`config.mk`:
```
export PLATFORM = sky130hd
export DESIGN_NAME = flash_prog_core
export DESIGN_NICKNAME = d
export VERILOG_FILES = /design/src/rtl/flash_prog_pkg.sv /design/src/rtl/flash_cmd_rom.sv /design/src/rtl/flash_prog_core.sv
export SDC_FILE = /design/constraint.sdc
export NUM_CORES = 1
export LEC_CHECK = 0
export CAP_MARGIN = 20
export CORE_MARGIN = 2
export CORE_UTILIZATION = 50
export DETAILED_ROUTE_END_ITERATION = 6
export PLACE_DENSITY = 0.75
export SYNTH_ARGS = -nofsm -noshare
export SYNTH_HDL_FRONTEND = slang
export SYNTH_SLANG_ARGS = --single-unit
```
`constraint.sdc`:
```
create_clock -name clk -period 5.65 [get_ports clk]
set_input_delay 1.695 -clock clk [delete_from_list [all_inputs] [get_ports clk]]
set_output_delay 1.695 -clock clk [all_outputs]
set_load 0.005 [all_outputs]
```
`src/rtl/flash_prog_pkg.sv`:
```
// Shared definitions for the NOR flash program/erase core: operation codes,
// FSM states, AMD/CFI command words, write-cycle delays and sizing helpers.
package flash_prog_pkg;

   typedef enum logic [1:0] {
      OP_RESET        = 2'd0,
      OP_PROGRAM      = 2'd1,
      OP_SECTOR_ERASE = 2'd2,
      OP_CHIP_ERASE   = 2'd3
   } op_e;

   typedef enum logic [2:0] {
      S_INIT, S_IDLE, S_SETUP, S_PULSE, S_HOLD, S_BUSY, S_DONE
   } state_e;

   // Unlock/command addresses (word addresses) and command data words
   localparam logic [15:0] CMD_ADDR_555 = 16'h0555;
   localparam logic [15:0] CMD_ADDR_2AA = 16'h02AA;
   localparam logic [15:0] CMD_AA       = 16'h00AA;
   localparam logic [15:0] CMD_55       = 16'h0055;
   localparam logic [15:0] CMD_A0       = 16'h00A0;
   localparam logic [15:0] CMD_80       = 16'h0080;
   localparam logic [15:0] CMD_30       = 16'h0030;
   localparam logic [15:0] CMD_10       = 16'h0010;
   localparam logic [15:0] CMD_F0       = 16'h00F0;

   // Delays in ns: power-up/reset recovery, WE# low, WE# high, RY/BY# valid
   localparam int DELAY_INIT = 300000;
   localparam int DELAY_WP   = 50;
   localparam int DELAY_WPH  = 30;
   localparam int DELAY_BUSY = 500;

   // Number of bits needed to hold the value itself
   function automatic int GET_WIDTH(input int unsigned value);
      int w;
      w = 1;
      for (int i = 1; i < 32; i++)
         if ((value >> i) != 0) w = i + 1;
      return w;
   endfunction

   // Cycle count for a delay, rounded up by one clock
   function automatic int COUNT_OF(input int clk_mhz, input int delay_ns);
      return 1 + clk_mhz * delay_ns / 1000;
   endfunction

endpackage

```
`src/rtl/flash_cmd_rom.sv`:
```
// Command sequence table: maps (operation, step index) to the bus-cycle
// address/data pair and flags the final step of the sequence.
module flash_cmd_rom
   import flash_prog_pkg::*;
#(
   parameter int AW = 23
) (
   input  logic [1:0]    op,
   input  logic [2:0]    idx,
   input  logic [AW-1:0] usr_addr,
   input  logic [15:0]   usr_din,
   output logic [AW-1:0] cmd_addr,
   output logic [15:0]   cmd_data,
   output logic          last
);

   // Table lookup; erase sequences share the first five unlock/setup steps
   always_comb begin
      cmd_addr = '0;
      cmd_data = '0;
      last     = 1'b1;
      case (op)
         OP_RESET: begin
            cmd_addr = usr_addr;
            cmd_data = CMD_F0;
         end
         OP_PROGRAM: begin
            last = 1'b0;
            case (idx)
               3'd0:    begin cmd_addr = AW'(CMD_ADDR_555); cmd_data = CMD_AA; end
               3'd1:    begin cmd_addr = AW'(CMD_ADDR_2AA); cmd_data = CMD_55; end
               3'd2:    begin cmd_addr = AW'(CMD_ADDR_555); cmd_data = CMD_A0; end
               default: begin cmd_addr = usr_addr; cmd_data = usr_din; last = 1'b1; end
            endcase
         end
         default: begin
            last = 1'b0;
            case (idx)
               3'd0:    begin cmd_addr = AW'(CMD_ADDR_555); cmd_data = CMD_AA; end
               3'd1:    begin cmd_addr = AW'(CMD_ADDR_2AA); cmd_data = CMD_55; end
               3'd2:    begin cmd_addr = AW'(CMD_ADDR_555); cmd_data = CMD_80; end
               3'd3:    begin cmd_addr = AW'(CMD_ADDR_555); cmd_data = CMD_AA; end
               3'd4:    begin cmd_addr = AW'(CMD_ADDR_2AA); cmd_data = CMD_55; end
               default: begin
                  last = 1'b1;
                  if (op == OP_SECTOR_ERASE) begin
                     cmd_addr = usr_addr;
                     cmd_data = CMD_30;
                  end else begin
                     cmd_addr = AW'(CMD_ADDR_555);
                     cmd_data = CMD_10;
                  end
               end
            endcase
         end
      endcase
   end

endmodule

```
`src/rtl/flash_prog_core.sv`:
```
// NOR flash write-side core: runs WE#-controlled command sequences for
// program/erase/reset and waits on RY/BY# with a microsecond timeout.
// All pin outputs are registered from next-state decode.
module flash_prog_core
   import flash_prog_pkg::*;
#(
   parameter int CLK_FREQ   = 100,
   parameter int ADDR_BITS  = 24,
   parameter int TIMEOUT_US = 4000000
) (
   input  logic                 clk,
   input  logic                 rst_n,
   input  logic                 cs,
   input  logic [1:0]           op,
   input  logic [ADDR_BITS-2:0] addr,
   input  logic [15:0]          din,
   output logic                 busy,
   output logic                 ack,
   output logic                 err,
   output logic                 flash_ce_n,
   output logic                 flash_oe_n,
   output logic                 flash_we_n,
   output logic                 flash_wp_n,
   output logic                 flash_rst_n,
   input  logic                 flash_ready,
   output logic [ADDR_BITS-2:0] flash_addr,
   input  logic [15:0]          flash_din,
   output logic [15:0]          flash_dout
);

   localparam int AW         = ADDR_BITS - 1;
   localparam int COUNT_INIT = COUNT_OF(CLK_FREQ, DELAY_INIT);
   localparam int COUNT_WP   = COUNT_OF(CLK_FREQ, DELAY_WP);
   localparam int COUNT_WPH  = COUNT_OF(CLK_FREQ, DELAY_WPH);
   localparam int COUNT_BUSY = COUNT_OF(CLK_FREQ, DELAY_BUSY);
   localparam int CNT_W      = GET_WIDTH(COUNT_INIT);
   localparam int PRE_W      = GET_WIDTH(CLK_FREQ);
   localparam int US_W       = GET_WIDTH(TIMEOUT_US);

   localparam logic [CNT_W-1:0] CNT_ONE   = CNT_W'(1);
   localparam logic [CNT_W-1:0] INIT_LAST = CNT_W'(COUNT_INIT - 1);
   localparam logic [CNT_W-1:0] WP_LAST   = CNT_W'(COUNT_WP - 1);
   localparam logic [CNT_W-1:0] WPH_LAST  = CNT_W'(COUNT_WPH - 1);
   localparam logic [CNT_W-1:0] BUSY_LAST = CNT_W'(COUNT_BUSY - 1);
   localparam logic [PRE_W-1:0] PRE_ONE   = PRE_W'(1);
   localparam logic [PRE_W-1:0] PRE_LAST  = PRE_W'(CLK_FREQ - 1);
   localparam logic [US_W-1:0]  US_ONE    = US_W'(1);
   localparam logic [US_W-1:0]  US_LIMIT  = US_W'(TIMEOUT_US);

   state_e           state, state_nx;
   logic [CNT_W-1:0] cnt, cnt_nx;
   logic [PRE_W-1:0] pre, pre_nx;
   logic [US_W-1:0]  us_cnt, us_nx;
   logic [2:0]       idx_r, idx_nx;
   logic             last_r, last_nx;
   logic             ld_req;
   logic [1:0]       op_r;
   logic [AW-1:0]    addr_r;
   logic [15:0]      din_r;
   logic             ce_nx, we_nx, wp_nx, busy_nx, ack_nx, err_nx;
   logic [AW-1:0]    addr_nx;
   logic [15:0]      dout_nx;

   logic             sel_idle;
   logic [1:0]       rom_op;
   logic [2:0]       rom_idx;
   logic [AW-1:0]    rom_usr_addr, rom_addr;
   logic [15:0]      rom_usr_din, rom_data;
   logic             rom_last;

   // Status read-back is reserved; the data bus is not consumed yet
   logic unused_flash_din;
   assign unused_flash_din = ^flash_din;

   // The table is looked up one step ahead: the request itself while idle,
   // otherwise the step after the current one, so pins load on the edge
   // that enters S_SETUP.
   assign sel_idle     = (state == S_IDLE);
   assign rom_op       = sel_idle ? op   : op_r;
   assign rom_idx      = sel_idle ? 3'd0 : idx_r + 3'd1;
   assign rom_usr_addr = sel_idle ? addr : addr_r;
   assign rom_usr_din  = sel_idle ? din  : din_r;

   flash_cmd_rom #(.AW(AW)) u_rom (
      .op       (rom_op),
      .idx      (rom_idx),
      .usr_addr (rom_usr_addr),
      .usr_din  (rom_usr_din),
      .cmd_addr (rom_addr),
      .cmd_data (rom_data),
      .last     (rom_last)
   );

   // Next state, counters and next pin values
   always_comb begin
      state_nx = state;
      cnt_nx   = cnt;
      pre_nx   = pre;
      us_nx    = us_cnt;
      idx_nx   = idx_r;
      last_nx  = last_r;
      ld_req   = 1'b0;
      ce_nx    = 1'b1;
      we_nx    = 1'b1;
      wp_nx    = 1'b0;
      busy_nx  = 1'b1;
      ack_nx   = 1'b0;
      err_nx   = 1'b0;
      addr_nx  = flash_addr;
      dout_nx  = flash_dout;
      case (state)
         S_INIT: begin
            // recovery time counts from the flash's own reset release
            if (flash_rst_n) begin
               if (cnt != INIT_LAST) begin
                  cnt_nx = cnt + CNT_ONE;
               end else if (flash_ready) begin
                  state_nx = S_IDLE;
                  cnt_nx   = '0;
                  busy_nx  = 1'b0;
               end
            end
         end
         S_IDLE: begin
            busy_nx = 1'b0;
            if (cs) begin
               state_nx = S_SETUP;
               ld_req   = 1'b1;
               idx_nx   = 3'd0;
               last_nx  = rom_last;
               addr_nx  = rom_addr;
               dout_nx  = rom_data;
               ce_nx    = 1'b0;
               wp_nx    = 1'b1;
               busy_nx  = 1'b1;
            end
         end
         S_SETUP: begin
            state_nx = S_PULSE;
            cnt_nx   = '0;
            ce_nx    = 1'b0;
            we_nx    = 1'b0;
            wp_nx    = 1'b1;
         end
         S_PULSE: begin
            wp_nx = 1'b1;
            if (cnt == WP_LAST) begin
               state_nx = S_HOLD;
               cnt_nx   = '0;
            end else begin
               cnt_nx = cnt + CNT_ONE;
               ce_nx  = 1'b0;
               we_nx  = 1'b0;
            end
         end
         S_HOLD: begin
            wp_nx = 1'b1;
            if (cnt != WPH_LAST) begin
               cnt_nx = cnt + CNT_ONE;
            end else begin
               cnt_nx = '0;
               if (!last_r) begin
                  state_nx = S_SETUP;
                  idx_nx   = idx_r + 3'd1;
                  last_nx  = rom_last;
                  addr_nx  = rom_addr;
                  dout_nx  = rom_data;
                  ce_nx    = 1'b0;
               end else if (op_r == OP_RESET) begin
                  state_nx = S_DONE;
                  wp_nx    = 1'b0;
                  ack_nx   = 1'b1;
               end else begin
                  state_nx = S_BUSY;
                  pre_nx   = '0;
                  us_nx    = '0;
               end
            end
         end
         S_BUSY: begin
            wp_nx = 1'b1;
            if (cnt != BUSY_LAST) cnt_nx = cnt + CNT_ONE;
            if (pre == PRE_LAST) begin
               pre_nx = '0;
               us_nx  = us_cnt + US_ONE;
            end else begin
               pre_nx = pre + PRE_ONE;
            end
            // RY/BY# is only trusted once tBUSY has elapsed
            if (cnt == BUSY_LAST && flash_ready) begin
               state_nx = S_DONE;
               wp_nx    = 1'b0;
               ack_nx   = 1'b1;
            end else if (us_cnt == US_LIMIT) begin
               state_nx = S_DONE;
               wp_nx    = 1'b0;
               ack_nx   = 1'b1;
               err_nx   = 1'b1;
            end
         end
         S_DONE: begin
            state_nx = S_IDLE;
            busy_nx  = 1'b0;
         end
         default: state_nx = S_INIT;
      endcase
   end

   // Control state and registered pins; reset also holds the flash in reset
   always_ff @(posedge clk or negedge rst_n) begin
      if (!rst_n) begin
         state       <= S_INIT;
         cnt         <= '0;
         pre         <= '0;
         us_cnt      <= '0;
         idx_r       <= '0;
         last_r      <= 1'b0;
         flash_ce_n  <= 1'b1;
         flash_oe_n  <= 1'b1;
         flash_we_n  <= 1'b1;
         flash_wp_n  <= 1'b0;
         flash_rst_n <= 1'b0;
         flash_addr  <= '0;
         flash_dout  <= '0;
         busy        <= 1'b0;
         ack         <= 1'b0;
         err         <= 1'b0;
      end else begin
         state       <= state_nx;
         cnt         <= cnt_nx;
         pre         <= pre_nx;
         us_cnt      <= us_nx;
         idx_r       <= idx_nx;
         last_r      <= last_nx;
         flash_ce_n  <= ce_nx;
         flash_oe_n  <= 1'b1;
         flash_we_n  <= we_nx;
         flash_wp_n  <= wp_nx;
         flash_rst_n <= 1'b1;
         flash_addr  <= addr_nx;
         flash_dout  <= dout_nx;
         busy        <= busy_nx;
         ack         <= ack_nx;
         err         <= err_nx;
      end
   end

   // Request capture; pure data, only meaningful after a request is taken
   always_ff @(posedge clk) begin
      if (ld_req) begin
         op_r   <= op;
         addr_r <= addr;
         din_r  <= din;
      end
   end

endmodule
```
==> summary.md, run 1 <==
| Metric | Value |
|---|---|
| Status | completed |
| DR WL/cell | roughly 17 um |
| Endpoints failing setup | 0 |
| Initial antenna violation count | 0 |
| Slew Viols, Final | 0 |
| Clock skew | 0.00771 ns |
| RSZ-0062 raised after global routing | false |
| Hold WS | between 0.4 and 0.5 ns |
| Worst R2R End | flash_addr[21] |
| Achievable clock frequency | 274 MHz |
| Commonest non-fill, non-tap cell in the layout | dfrtp_1 |
| Seq/Total Area, Yosys | 53.5% |
| Fin Setup TNS | 0 ns |
| Post-synth cell types | a little under 70 |
| Critical R2R Launch | state[0] |
| Post-synth EDFFs | 41 |
| Max Cap Viol | 0 |
| Synth warnings | 0 |
| Hold Path Origin | flash_dout[10] |
| CTS max path bufs | 2 |
| Startpoint class of the critical path | input port |
| Fin crit share | between 60% and 70% |
| Power density cells | 261 mW/mm2 |
| Primary FF master, synth | dfrtp_1 |
| Hold-fix buffers, CTS | 0 |
| Commonest non-fill, non-tap cells in the layout | dfrtp_1 (95), clkdlybuf4s50_1 (89), nand2_1 (73) |
| Synth area leader | dfrtp_1 |
| Top cell type's share of synthesized area | 34.7% |
| IO buf count | 90 |
| Crit path time final | roughly 3.6 ns |
| Hold WC Path Type | flop to flop |
| Core area | 0.0133 mm2 |
| Grt ovf | 0 |
| Die area | about 0.015 mm2 |
| Vias in the first global route | around 5,500 |
| Static Leak | about 3.5 nW |
| Vias per inst | between 5 and 6 |
| Cts repair resizes | 0 |
| Fin area | between 0.008 and 0.009 mm2 |
| Syn Area/Cell | 10.1 um2 |
| Skew-Pair Late Insertion Delay | 0.43 ns |
| Final Hold Fails | 0 |
| Row count | 42 |
| Critical Path AT | 3.96 ns |
| Placed insts | about 920 |
| Top area cells in the synthesized netlist | dfrtp_1 (35%), edfxtp_1 (18%), o21ai_0 (4.6%) |
| Worst setup path endpoint | flash_addr[1] |
| Layout cells sized above 1 | approximately 8% |
| All-Layer GR Usage | 23.5% |
| Reg2Reg Setup Slack | between 2 and 2.5 ns |
| CP required | a little under 6 ns |
| Antenna Cells | 0 |
| CTS tree | built |
| Via count | approximately 5,600 |
| I/O pins | roughly 110 |
| ANT nets after route | 0 |
| HPWL after DPL | ~11 mm |
| Initial core utilization | between 50% and 60% |
| Mapped Area | between 0.006 and 0.007 mm2 |
| Root buf cell | clkbuf_16 |
| Nets | slightly above 800 |
| Clock sinks | 138 |
| Max FO, Critical Path | 42 |
| First-pass DRT Iterations | 5 |
| Reg2Reg Depth | 6 |
| Post-CTS Setup Repair Bufs | 0 |
| Placed Area | approximately 0.0079 mm2 |
| Flops & latches, synth | approximately 140 |
| First-pass GRT wire length | 27.3 mm |
| Worst slack, placed | around 1.6 ns |
| Final GP Congestion | 0.854 |
| Chip Width | around 120 um |
| Setup slack after layout | 2.00 ns |
| CTS HTree Levels | 4 |
| Final cell count without fillers | between 900 and 1,000 |
| Slew @ Worst Pin | 0.966 ns |
| Synth Instances | 679 |
| Crit path capture type | flop |
| Critical path class | input port to flop |
| CTS buffer count | 17 |
| Initial detailed-routing violation count | between 400 and 500 |
| Pin count of the biggest net entering global routing | between 50 and 60 |
| DR DRC count | 0 |
| Detailed-route wire length | approximately 16 mm |
| Clock slew at reported path FFs | around 0.060 ns |
| Area grow syn2layout | 23.5% |
| Die Ht | roughly 120 um |
| Post-synth ARST share | 70.3% |
| Worst relative slew slack | a little over a third |
| Max VDD drop | 203 uV |
| CP startpoint | cs |
-- through the flow --
step / total power, W / utilization (%)
after floorplan: 0.00106 / -
after global placement: 0.00112 / 59.1
after detailed placement: 0.00112 / 59.1
after CTS: 0.00222 / 63.6
after global routing: 0.00227 / 63.6
final: 0.00221 / 63.6
-- power breakdown --
group	total, W	switching (W)	internal, W
Combinational	0.0000624	0.0000265	0.0000360
Clock	0.00111	0.000442	0.000665
Sequential	0.00104	0.00000269	0.00103
Total	0.00221	0.000472	0.00173
-- sequential cells by signal, summed over array words and instances (netlist names) --
name,count
state,3
flash_addr,23
op_r,2
ack,1
flash_ce_n,1
cnt,15
addr_r,23
us_cnt,22
last_r,1
err,1
flash_dout,16
busy,1
pre,7
din_r,16
idx_r,3
flash_we_n,1
flash_rst_n,1
flash_wp_n,1
-- cell type report --
| type | instances | area (um2) |
|---|---|---|
| clock buffer | 19 | 443 |
| clock inverter | 13 | 148 |
| fill | 1059 | 4840 |
| inverter | 13 | 48.8 |
| multi-input combinational | 493 | 2990 |
| sequential | 138 | 3660 |
| tap | 176 | 220 |
| timing repair buffer | 96 | 943 |
-- how the worst min path moves through the flow --
stage	end	slack (ns)	depth (start not counted)
after floorplan	flash_dout[10]	0.44	2
after global placement	flash_dout[11]	0.45	2
after detailed placement	flash_dout[10]	0.46	2
after CTS	flash_dout[8]	0.47	2
after global routing	flash_dout[12]	0.49	2
final	flash_dout[10]	0.47	2
-- Yosys cell counts (4+ instances only) --
master / number
dfrtp_1: 95
nand2_1: 73
nor2_1: 70
o21ai_0: 63
edfxtp_1: 41
a21oi_1: 38
nand3_1: 29
mux2i_1: 25
clkbuf_1: 22
nand4_1: 17
nor3_1: 17
xor2_1: 14
inv_1: 13
buf_2: 10
a22o_1: 9
a31oi_1: 8
ha_1: 8
nor2b_1: 8
nor4_1: 8
o31ai_1: 8
a2bb2oi_1: 6
and3_1: 6
a21o_1: 5
o211ai_1: 5
o22ai_1: 5
o21a_1: 4
o21bai_1: 4
-- critical path: stages --
cell and delay (ns):
clkdlybuf4s50_1 0.53, nand2_1 0.21, inv_1 0.06, buf_4 0.31, nor2_2 0.59, buf_4 0.29, a211oi_1 0.06, a21o_1 0.19
-- kinds of logic (layout without fill, tap and decap cells) --
kind of cell	after synthesis	after routing	synth area share, %
muxes	27	27	3.98
buffers and inverters	49	141	2.98
adders and majority gates	8	8	1.46
AOI/OAI and AO/OA	175	175	16.0
DFF	138	138	53.5
xor gates and xnor gates	18	18	2.52
and+or+nand+nor	263	263	19.5
other	1	2	0.0548
-- metal layers --
metal	global-route usage (%)	vias to the layer above	routed length (um)	share of wire (%)
li1	-	2637	-	-
met3	6.86	27	908	5.5
met2	38.6	166	8180	50
met1	30.1	2746	7000	43
met4	7.41	0	279	1.7
met5	0	-	0	0
No activity file was read; power rests on OpenSTA's default activity.
==> run 2, diff against run 1 <==
Settings changed: CORE_UTILIZATION 50 to 49, PLACE_DENSITY 0.75 to 0.77.
Clock period 5.65 ns to 3.07 ns, I/O delays scaled along.
==> run 2 against run 1 <==
Against the previous run: sequential cell count stayed put; cell area is 1.1% higher; setup slack worse by 1.7 ns; final cell count is 1.9% higher; clock power is 74% higher; hold slack got worse by 0.12 ns; clock-buffer cell count grew 2; wire length grew 0.90%; global-route usage down 0.26 points; largest cell class unchanged.
==> summary.md, run 2 (synthesized netlist as in run 1, its figures left out) <==
| Metric | Value |
|---|---|
| Static Leak | 3.50 nW (+1.4%) |
| Vias in the first global route | 5,537 (+0.38%) |
| Slew @ Worst Pin | 0.776 ns (-0.191 ns) |
| Hold-fix buffers, CTS | 0 (unchanged) |
| Fin area | 0.00855 mm2 (+1.1%) |
| Cts repair resizes | 0 (unchanged) |
| Achievable clock frequency | 363 MHz |
| Slew Viols, Final | 0 (unchanged) |
| Via count | 5,719 (+2.6%) |
| RSZ-0062 raised after global routing | false |
| Row count | 43 (+2.4%) |
| CP max stage delay | 0.79 ns (+0.20 ns) |
| # fillers | 1,118 (+5.6%) |
| Status | completed |
| Core area | 0.0138 mm2 (+3.6%) |
| Fin Setup TNS | 0 ns (unchanged) |
| Hold WC Path Type | input port to asynchronous set/reset pin |
| CP required | 3.42 ns (-2.55 ns) |
| IO buf count | 90 (unchanged) |
| DR DRC count | 0 (unchanged) |
| Clock slew at reported path FFs | 0.06 ns (about the same) |
| Startpoint class of the critical path | flop |
| Max VDD drop | 421 uV (+110%) |
| Area grow syn2layout | 24.8% |
| Cell repeated most along the worst path | nand4_2 |
| Critical path class | flop to flop |
| Critical Path AT | 3.11 ns (-0.85 ns) |
| CTS max path bufs | 2 (unchanged) |
| Power density cells | 463 mW/mm2 (+77%) |
| Register area | 0.00366 mm2 (unchanged) |
| Initial antenna violation count | 0 (unchanged) |
| Pin count of the biggest net entering global routing | 83 (+57%) |
| First-pass GRT wire length | 27.2 mm (-0.21%) |
| Reg2Reg Depth | 7 (+1) |
| Nets | 842 (+1.7%) |
| All-Layer GR Usage | 23.3% (-0.26 points) |
| DR WL/cell | 17.1 um (-0.98%) |
| CTS HTree Levels | 4 (unchanged) |
| CP Cell Sequence | ha_1 -> nor4b_2 -> nand4_2 -> a2111oi_4 -> nand4_2 -> or3_1 -> a21oi_1 |
| Worst setup path endpoint | us_cnt[20] |
| Met2 global-route usage | 37.4% (-1.2 points) |
| Antenna Cells | 0 (unchanged) |
| Clock skew | 0.00782 ns (+0.000111 ns) |
| Grt ovf | 0 (unchanged) |
| Endpoints failing setup | 0 (unchanged) |
| Final Hold Fails | 0 (unchanged) |
| Die area | 0.0149 mm2 (+2.0%) |
| Utilization after layout | 62.1% (-1.5 points) |
| Die Ht | 122 um (+0.98%) |
| Root buf cell | clkbuf_16 |
| CTS buffer count | 17 (unchanged) |
| Initial core utilization | 49.7% (-1.8 points) |
| Global routing's busiest layer | met2 |
| Skew-Pair Late Insertion Delay | 0.43 ns (about the same) |
| I/O pins | 108 (unchanged) |
| Global routing usage on met3 | 6.46% (-0.40 points) |
| Final GP Congestion | 0.915 (+7.1%) |
| Reg2Reg Setup Slack | 0.31 ns (-1.81 ns) |
| Area of the multi-input gates | 0.00299 mm2 (unchanged) |
| Max Cap Viol | 0 (unchanged) |
| Critical path's slowest cell | a2111oi_4 |
| Commonest non-fill, non-tap cell in the layout | dfrtp_1 |
| Layout cells sized above 1 | 9.03% (+1.3 points) |
| Detailed-route wire length | 16.5 mm (+0.90%) |
| M1 GR Usage | 30.2% (+0.054 points) |
| Clock sinks | 138 (unchanged) |
| Chip Width | 122 um (+0.98%) |
| Worst R2R End | us_cnt[20] |
| Worst relative slew slack | 47.8% (+12 points) |
| Crit path capture type | flop |
| Critical R2R Launch | cnt[0] |
| Fin crit share | about 90% |
| ANT nets after route | 0 (unchanged) |
| Vias per inst | 5.92 (+0.65%) |
| HPWL after DPL | 11.3 mm (+3.3%) |
| Placed Area | 0.00799 mm2 (+1.7%) |
| Largest registers | addr_r (23), flash_addr (23), us_cnt (22) |
| Post-CTS Setup Repair Bufs | 0 (unchanged) |
| Crit path time final | roughly 2.8 ns |
| CTS tree | built |
| Commonest non-fill, non-tap cells in the layout | dfrtp_1 (95), clkdlybuf4s50_1 (89), nand2_1 (73) |
| CP startpoint | cnt[0] |
| Max FO, Critical Path | 11 (-74%) |
| First-pass DRT Iterations | 6 (+1) |
| Initial detailed-routing violation count | 362 (-13%) |
## run 2: how the worst min path moves through the flow
stage	slack [ns]	to	cells after the start
after floorplan	0.44	flash_dout[10]	2
after global placement	0.45	flash_dout[14]	2
after detailed placement	0.45	flash_dout[13]	2
after CTS	0.34	us_cnt[7]	1
after global routing	0.35	pre[3]	1
final	0.35	us_cnt[13]	1
## run 2: critical path, delay by kind of cell, from the launching register on
| kind | cells | cell delay (ns) |
|---|---|---|
| AND/OR/NAND/NOR | 4 | 1.07 |
| AO/OA/AOI/OAI | 2 | 0.95 |
| flip-flops | 1 | 0.44 |
| adder cells (fa/ha/maj) | 1 | 0.23 |
## run 2: area by class of cell
cell class,count,area share (%)
Multi-Input combinational cell,493,35.0
Clock inverter,11,1.16
Timing Repair Buffer,110,12.4
Inverter,13,0.571
Sequential cell,138,42.8
Clock buffer,21,5.39
Tap cell,180,2.63
## run 2: report_power, final
part	leakage (nW)	switching, W	internal [W]
logic	1.68	0.0000485	0.0000680
registers	1.55	0.00000526	0.00190
clock network	0.261	0.000781	0.00115
total	3.50	0.000835	0.00312
## run 2: per-layer routing
metal | share of wire, % | vias to the layer above
met5 | 0 | -
met4 | 2.1 | 0
met3 | 6.1 | 31
met2 | 50 | 204
met1 | 42 | 2815
li1 | - | 2669
## run 2: through the flow
stage                     setup slack (ns)  instances  total power [W]  hold WS [ns]
after floorplan                      0.297        680          0.00195         0.442
final                                0.312        966          0.00396         0.351
after detailed placement             0.223        934          0.00206         0.454
after CTS                            0.307        966          0.00399         0.344
after global placement               0.274        934          0.00206         0.451
after global routing                0.0997        966          0.00407         0.352
